### src/rtl/bpu_if.sv
// bpu_if: fetch-lookup and branch-update bus of the next-fetch-PC predictor.
//   Fetch side : fetch_valid, fetch_pc, stall   -> predictor
//                pred_pc, npc, ifnpc_pdc, bpu_ready <- predictor
//   Update side: upd_valid, upd_br, upd_pc, upd_taken, upd_target -> predictor
//   master = fetch/execute pipeline, slave = predictor.
interface bpu_if;
    logic        fetch_valid;
    logic [31:0] fetch_pc;
    logic        stall;
    logic [31:0] pred_pc;
    logic [31:0] npc;
    logic        ifnpc_pdc;
    logic        bpu_ready;
    logic        upd_valid;
    logic        upd_br;
    logic [31:0] upd_pc;
    logic        upd_taken;
    logic [31:0] upd_target;

    modport master (
        output fetch_valid, fetch_pc, stall,
        output upd_valid, upd_br, upd_pc, upd_taken, upd_target,
        input  pred_pc, npc, ifnpc_pdc, bpu_ready
    );

    modport slave (
        input  fetch_valid, fetch_pc, stall,
        input  upd_valid, upd_br, upd_pc, upd_taken, upd_target,
        output pred_pc, npc, ifnpc_pdc, bpu_ready
    );
endinterface

### src/rtl/bpu.sv
// bpu: direct-mapped BTB next-fetch-PC predictor for 8-byte fetch packets.
//   clk  : clock
//   rstn : asynchronous active-low reset
//   bus  : bpu_if.slave -- fetch lookup in, registered prediction out,
//          resolved-branch training in, bpu_ready out.
// Lookup result is registered (1-cycle latency) and frozen while stall is high.
// Valid bits are cleared by a 2^ENTRY_BITS-cycle INIT sweep after reset.
module bpu #(
    parameter int unsigned ENTRY_BITS = 6,
    parameter int unsigned TAG_BITS   = 8
) (
    input  logic clk,
    input  logic rstn,
    bpu_if.slave bus
);
    localparam int unsigned ENTRIES = 32'(1) << ENTRY_BITS;
    localparam int unsigned TAG_LO  = ENTRY_BITS + 3;
    localparam int unsigned TAG_HI  = TAG_BITS + ENTRY_BITS + 2;

    typedef enum logic {INIT, RUN} state_e;

    state_e                  state_q;
    logic [ENTRY_BITS-1:0]   cnt_q;
    logic                    ready_q;

    logic [ENTRIES-1:0]      valid_q;
    logic [TAG_BITS-1:0]     tag_q  [ENTRIES];
    logic [29:0]             tgt_q  [ENTRIES];
    logic                    slot_q [ENTRIES];
    logic [1:0]              ctr_q  [ENTRIES];

    logic [31:0]             pred_pc_q;
    logic [31:0]             npc_q;
    logic                    pdc_q;

    logic [ENTRY_BITS-1:0]   f_idx;
    logic [TAG_BITS-1:0]     f_tag;
    logic                    hit_d;
    logic [31:0]             npc_d;
    logic [ENTRY_BITS-1:0]   u_idx;
    logic [TAG_BITS-1:0]     u_tag;
    logic                    u_match;
    logic                    u_we;
    logic                    unused_bits;

    // INIT sweep counter and terminal RUN state
    always_ff @(posedge clk or negedge rstn) begin
        if (!rstn) begin
            state_q <= INIT;
            cnt_q   <= '0;
            ready_q <= 1'b0;
        end else if (state_q == INIT) begin
            cnt_q <= cnt_q + ENTRY_BITS'(1);
            if (cnt_q == ENTRY_BITS'(ENTRIES - 1)) begin
                state_q <= RUN;
                ready_q <= 1'b1;
            end
        end
    end

    // Lookup: taken prediction only for a strong-ish counter and a branch at or after the fetch slot
    always_comb begin
        f_idx = bus.fetch_pc[ENTRY_BITS+2:3];
        f_tag = bus.fetch_pc[TAG_HI:TAG_LO];
        hit_d = (state_q == RUN) && bus.fetch_valid && valid_q[f_idx] &&
                (tag_q[f_idx] == f_tag) && (slot_q[f_idx] >= bus.fetch_pc[2]) &&
                ctr_q[f_idx][1];
        npc_d = {bus.fetch_pc[31:3] + 29'd1, 3'b000};
        if (hit_d) begin
            npc_d = {tgt_q[f_idx], 2'b00};
        end
    end

    // Update match: slot is part of the match so the two slots of a packet do not alias
    always_comb begin
        u_idx   = bus.upd_pc[ENTRY_BITS+2:3];
        u_tag   = bus.upd_pc[TAG_HI:TAG_LO];
        u_match = valid_q[u_idx] && (tag_q[u_idx] == u_tag) && (slot_q[u_idx] == bus.upd_pc[2]);
        u_we    = (state_q == RUN) && bus.upd_valid && bus.upd_br;
    end

    // Valid bits: cleared by the sweep, set on allocation (no reset)
    always_ff @(posedge clk) begin
        if (state_q == INIT) begin
            valid_q[cnt_q] <= 1'b0;
        end else if (u_we && bus.upd_taken && !u_match) begin
            valid_q[u_idx] <= 1'b1;
        end
    end

    // Entry payload training (no reset; gated by valid)
    always_ff @(posedge clk) begin
        if (u_we) begin
            if (u_match) begin
                if (bus.upd_taken) begin
                    ctr_q[u_idx] <= (ctr_q[u_idx] == 2'b11) ? 2'b11 : ctr_q[u_idx] + 2'd1;
                    tgt_q[u_idx] <= bus.upd_target[31:2];
                end else begin
                    ctr_q[u_idx] <= (ctr_q[u_idx] == 2'b00) ? 2'b00 : ctr_q[u_idx] - 2'd1;
                end
            end else if (bus.upd_taken) begin
                tag_q[u_idx]  <= u_tag;
                tgt_q[u_idx]  <= bus.upd_target[31:2];
                slot_q[u_idx] <= bus.upd_pc[2];
                ctr_q[u_idx]  <= 2'b10;
            end
        end
    end

    // Registered prediction, held during stall
    always_ff @(posedge clk or negedge rstn) begin
        if (!rstn) begin
            pred_pc_q <= '0;
            npc_q     <= '0;
            pdc_q     <= 1'b0;
        end else if (!bus.stall) begin
            pred_pc_q <= bus.fetch_pc;
            npc_q     <= npc_d;
            pdc_q     <= hit_d;
        end
    end

    assign bus.pred_pc   = pred_pc_q;
    assign bus.npc       = npc_q;
    assign bus.ifnpc_pdc = pdc_q;
    assign bus.bpu_ready = ready_q;

    // Address bits that do not take part in indexing or tagging
    assign unused_bits = ^{bus.fetch_pc[1:0], bus.upd_pc[1:0], bus.upd_pc[31:TAG_HI+1],
                           bus.upd_target[1:0]};
endmodule

### src/flat_wrapper.sv
// flat-port wrapper written by rule: the top's interface ports become plain ports
module bpu_flat 
#(
    parameter int unsigned ENTRY_BITS = 6,
    parameter int unsigned TAG_BITS   = 8
)
  (clk, rstn, bus_fetch_valid, bus_fetch_pc, bus_stall, bus_upd_valid, bus_upd_br, bus_upd_pc, bus_upd_taken, bus_upd_target, bus_pred_pc, bus_npc, bus_ifnpc_pdc, bus_bpu_ready);
  bpu_if bus_i ();
  input  logic clk;
  input  logic rstn;
  input wire logic [$bits(bus_i.fetch_valid)-1:0] bus_fetch_valid;
  input wire logic [$bits(bus_i.fetch_pc)-1:0] bus_fetch_pc;
  input wire logic [$bits(bus_i.stall)-1:0] bus_stall;
  input wire logic [$bits(bus_i.upd_valid)-1:0] bus_upd_valid;
  input wire logic [$bits(bus_i.upd_br)-1:0] bus_upd_br;
  input wire logic [$bits(bus_i.upd_pc)-1:0] bus_upd_pc;
  input wire logic [$bits(bus_i.upd_taken)-1:0] bus_upd_taken;
  input wire logic [$bits(bus_i.upd_target)-1:0] bus_upd_target;
  output wire logic [$bits(bus_i.pred_pc)-1:0] bus_pred_pc;
  output wire logic [$bits(bus_i.npc)-1:0] bus_npc;
  output wire logic [$bits(bus_i.ifnpc_pdc)-1:0] bus_ifnpc_pdc;
  output wire logic [$bits(bus_i.bpu_ready)-1:0] bus_bpu_ready;
  assign bus_i.fetch_valid = bus_fetch_valid;
  assign bus_i.fetch_pc = bus_fetch_pc;
  assign bus_i.stall = bus_stall;
  assign bus_i.upd_valid = bus_upd_valid;
  assign bus_i.upd_br = bus_upd_br;
  assign bus_i.upd_pc = bus_upd_pc;
  assign bus_i.upd_taken = bus_upd_taken;
  assign bus_i.upd_target = bus_upd_target;
  assign bus_pred_pc = bus_i.pred_pc;
  assign bus_npc = bus_i.npc;
  assign bus_ifnpc_pdc = bus_i.ifnpc_pdc;
  assign bus_bpu_ready = bus_i.bpu_ready;
  bpu #(.ENTRY_BITS(ENTRY_BITS), .TAG_BITS(TAG_BITS)) u_core (.clk(clk), .rstn(rstn), .bus(bus_i));
endmodule
### config.mk
export PLATFORM = sky130hd
export DESIGN_NAME = bpu_flat
export DESIGN_NICKNAME = d
export VERILOG_FILES = /design/src/rtl/bpu_if.sv /design/src/rtl/bpu.sv /design/src/flat_wrapper.sv
export SDC_FILE = /design/constraint.sdc
export NUM_CORES = 2
export LEC_CHECK = 0
export BUFFER_PORTS_ARGS = -buffer_cell sky130_fd_sc_hd__buf_4
export CAP_MARGIN = 10
export CORE_AREA = 2 2 475 595
export DETAILED_ROUTE_END_ITERATION = 6
export DIE_AREA = 0 0 477 597
export PLACE_DENSITY = 0.6
export SYNTH_ARGS = -nofsm -noshare
export SYNTH_HDL_FRONTEND = slang
export SYNTH_SLANG_ARGS = --single-unit
### constraint.sdc
create_clock -name clk -period 15.1 [get_ports clk]
set_clock_uncertainty 0.2 [all_clocks]
set_input_delay 3.02 -clock clk [delete_from_list [all_inputs] [get_ports clk]]
set_output_delay 3.02 -clock clk [all_outputs]
set_load 0.01 [all_outputs]
==> impl_metrics.toml <==
[setup_path]
crit_path_start = "bus_upd_pc[4]"
crit_required_ns = 15.45
end_kind = "flip-flop"
worstPathMaxFanout = 66
crit_top_cell = "buf_4"
criticalPathCategory = "in -> reg"
cp_cell_sequence = "clkbuf_8, buf_4, and2_1, buf_4, a22o_1, a22oi_1, a21oi_1, or4b_2, nand4b_1, or4_4, o21bai_4, buf_4, nor4bb_4, buf_4"
worst-path-buf-inv = 5
arrival_ns = 9.30
r2r-start = "u_core.tag_q[0][7]"
critPathMaxStageDelay_ns = 0.84
cp_slowest_cell = "and2_1"
cp_top_family = "buffers and inverters"
cp-start-kind = "input port"

[die]
rows = 217
io_pins = 169
fp.dieH_um = 597
die_w_um = 477
die_area_sq_um = 285000
initial_core_util = 0.409
core_sq_um = 279000

[sta]
relSlewSlack = 0.0966
tns_ns = 0
worstMarginPinSlew_ns = 1.34
fin_crit_sh = 0.593
setup_viol = 0
finalCriticalPeriod_ns = 8.95
slew_viol_final = 0
rsz0062_at_grt = "false"
hold_violations = 0
max_freq_ghz = 0.112
setup_slack_ns = 6.15

[final_layout]
utilization = 0.463
drive_above_1_share = 0.294
nets = 5996
nFillCells = 23228
fin_area_sq_um = 129000
multi_input_area_sq_um = 30300
seq_area_sq_um = 82500
area_growth_pct = 13.3
fin_cells = 9821

[cts]
clk_latency_ns = 0.88
post_cts_buffers = 0
clkSlewWorstSetupHoldPaths_ns = 0.06
numCtsBuffers = 287
htree_levels = 5
hold_buffers = 0
root_buffer = "clkbuf_16"
ctsResizeCount = 0
cts_tree = "yes"
cts_buffer_depth = 4
clock_sinks = 2759

[placement]
dp_hpwl_mm = 203
placed_area_sq_um = 120000
gp_congestion = 0.945
port_buffers = 147
place_ws_ns = 5.54
dp.cells = 9323

[power]
vdd_drop_max_mv = 0.0897
p_per_area_nw_per_um2 = 126
p_leak_nw = 40.2

[synthesis]
synthArstFlopShare = 0.0257
synthTopCellsByArea = "edfxtp_1, mux4_2, dfrtp_1"
synth_top_cell_by_area = "edfxtp_1"
synthDistinctLibCells = 83
synth_seq_area_share = 0.723
synth_area_sq_um = 114000
synth_edf_count = 2688
synthFlopType = "edfxtp_1"
synthCells = 5656
ys_ff_latch = 2759
yosys_warnings = 0
syn_area_per_cell_sq_um = 20.2
synth_top_cell_area_share = 0.708

[detailed_routing]
drtIter0Drc = 9051
drc = 0
viasPerCell = 6.29
ant_nets = 0
wirelength_mm = 358
num_vias = 61740
firstDrtPassIters = 6
wl_per_cell_um = 36.4

[global_routing]
grt_antenna_before_repair = 13
grt_pass1_wl_mm = 495
grt_max_degree = 139
grt-ovfl-total = 0
grt_use_total = 0.247
grt_pass1_vias = 62227

[flow_run]
cap_violations = 0

[hold_path]
min_path_type = "reg -> reg"
min_from = "u_core.bus.ifnpc_pdc"

[run_status]
outcome = "finished, final reports clean"
==> worst register-to-register path, cell delays in order, from the launching register on <==
cell and delay [ns]:
edfxtp_1 0.38, or3b_2 0.20, a21oi_1 0.08, o31ai_2 0.87, nand4_1 0.50, nor4_1 0.29
o21ai_0 0.19, or4_4 0.53, o21bai_4 0.16, buf_4 0.64, nor4bb_4 0.34, buf_4 0.61
==> registers in the layout, summed over array words and instances, names as in the netlist <==
signal                cells
u_core.bus.pred_pc       32
u_core.ctr_q            128
u_core.state_q            1
u_core.bus.bpu_ready      1
u_core.slot_q            64
u_core.bus.npc           30
u_core.cnt_q              6
u_core.tag_q            512
u_core.tgt_q           1920
u_core.bus.ifnpc_pdc      1
u_core.valid_q           64
==> cell type report <==
class	instances	area share
sequential	2759	0.638
multi-input combinational	2475	0.234
clock buffer	361	0.0590
tap	3723	0.0361
timing repair buffer	351	0.0213
clock inverter	130	0.0101
inverter	17	0.000552
antenna	5	0.0000968
==> logic make-up after synthesis <==
group                    Yosys count  synth area share
AO/OA/AOI/OAI                    641            0.0405
multiplexers                    1034             0.181
flip-flops                      2759             0.723
buffers and inverters            423            0.0166
other                              1         0.0000329
adder cells (fa/ha/maj)            2          0.000219
AND/OR/NAND/NOR                  755            0.0347
XOR/XNOR                          41           0.00315
==> path summary, 6_finish.rpt <==
path	endpoint	slack, ns	depth (start not counted)
max	u_core.ctr_q[7][0]	6.15	14
max in group asynchronous	u_core.bus.pred_pc[6]	11.60	2
min reg2reg	u_core.bus.ifnpc_pdc	0.30	2
min in group asynchronous	u_core.bus.pred_pc[10]	1.87	1
max reg2reg	u_core.ctr_q[7][0]	9.74	11
min	u_core.bus.ifnpc_pdc	0.30	2
==> synthesized netlist by cell type, drive strengths merged (13+ instances only) <==
master and number:
o22a 15, a22oi 96, xor2 23, a22o 23, o22ai 47, o21ai 73
nand2b 15, xnor2 18, edfxtp 2688, nand3 58, a221oi 58, a31oi 59
a221o 56, nor2b 24, and3 20, dfrtp 71, nor3b 20, nand2 207
nor3 93, mux4 819, clkbuf 208, nor4 13, o211ai 15, o221ai 13
nor2 212, nand3b 19, buf 198, a21oi 103, mux2 77, mux2i 138
==> report_power, final <==
part           internal [W]  leakage [nW]  switching, W
Sequential          0.00841          25.4     0.0000137
Combinational      0.000354          10.5      0.000613
Clock               0.00399          4.34       0.00294
Total                0.0128          40.2       0.00357
==> per-layer routing <==
metal | up-vias | routed length (um) | track usage
met5 | - | 39 | 0
met4 | 6 | 22200 | 0.130
met3 | 814 | 29900 | 0.0458
met2 | 3418 | 176000 | 0.412
met1 | 33112 | 129000 | 0.308
li1 | 24390 | - | -
==> cells in the final DEF (no fill, tap or decap), drive strengths merged, types with 20 or more instances in the layout <==
master and instances:
clkbuf 362, nand3 58, a221oi 58, clkinv 96, a21oi 103, edfxtp 2688, nor3 93, o21ai 73
nor3b 20, a22oi 96, o22ai 47, mux2i 138, mux4 819, mux2 77, and3 20, bufinv 24
nand2 207, a221o 56, dfrtp 71, xor2 23, inv 23, a22o 23, buf 350, nor2 212
a31oi 59, nor2b 24
==> through the flow <==
step / hold slack, ns / power, W
global route: 0.322 / 0.0167
CTS: 0.295 / 0.0164
detailed placement: 0.282 / 0.00955
finish: 0.298 / 0.0163
global placement: 0.276 / 0.00954
floorplan: 0.312 / 0.00911
Note: power is estimated with default switching activity, not from simulation.
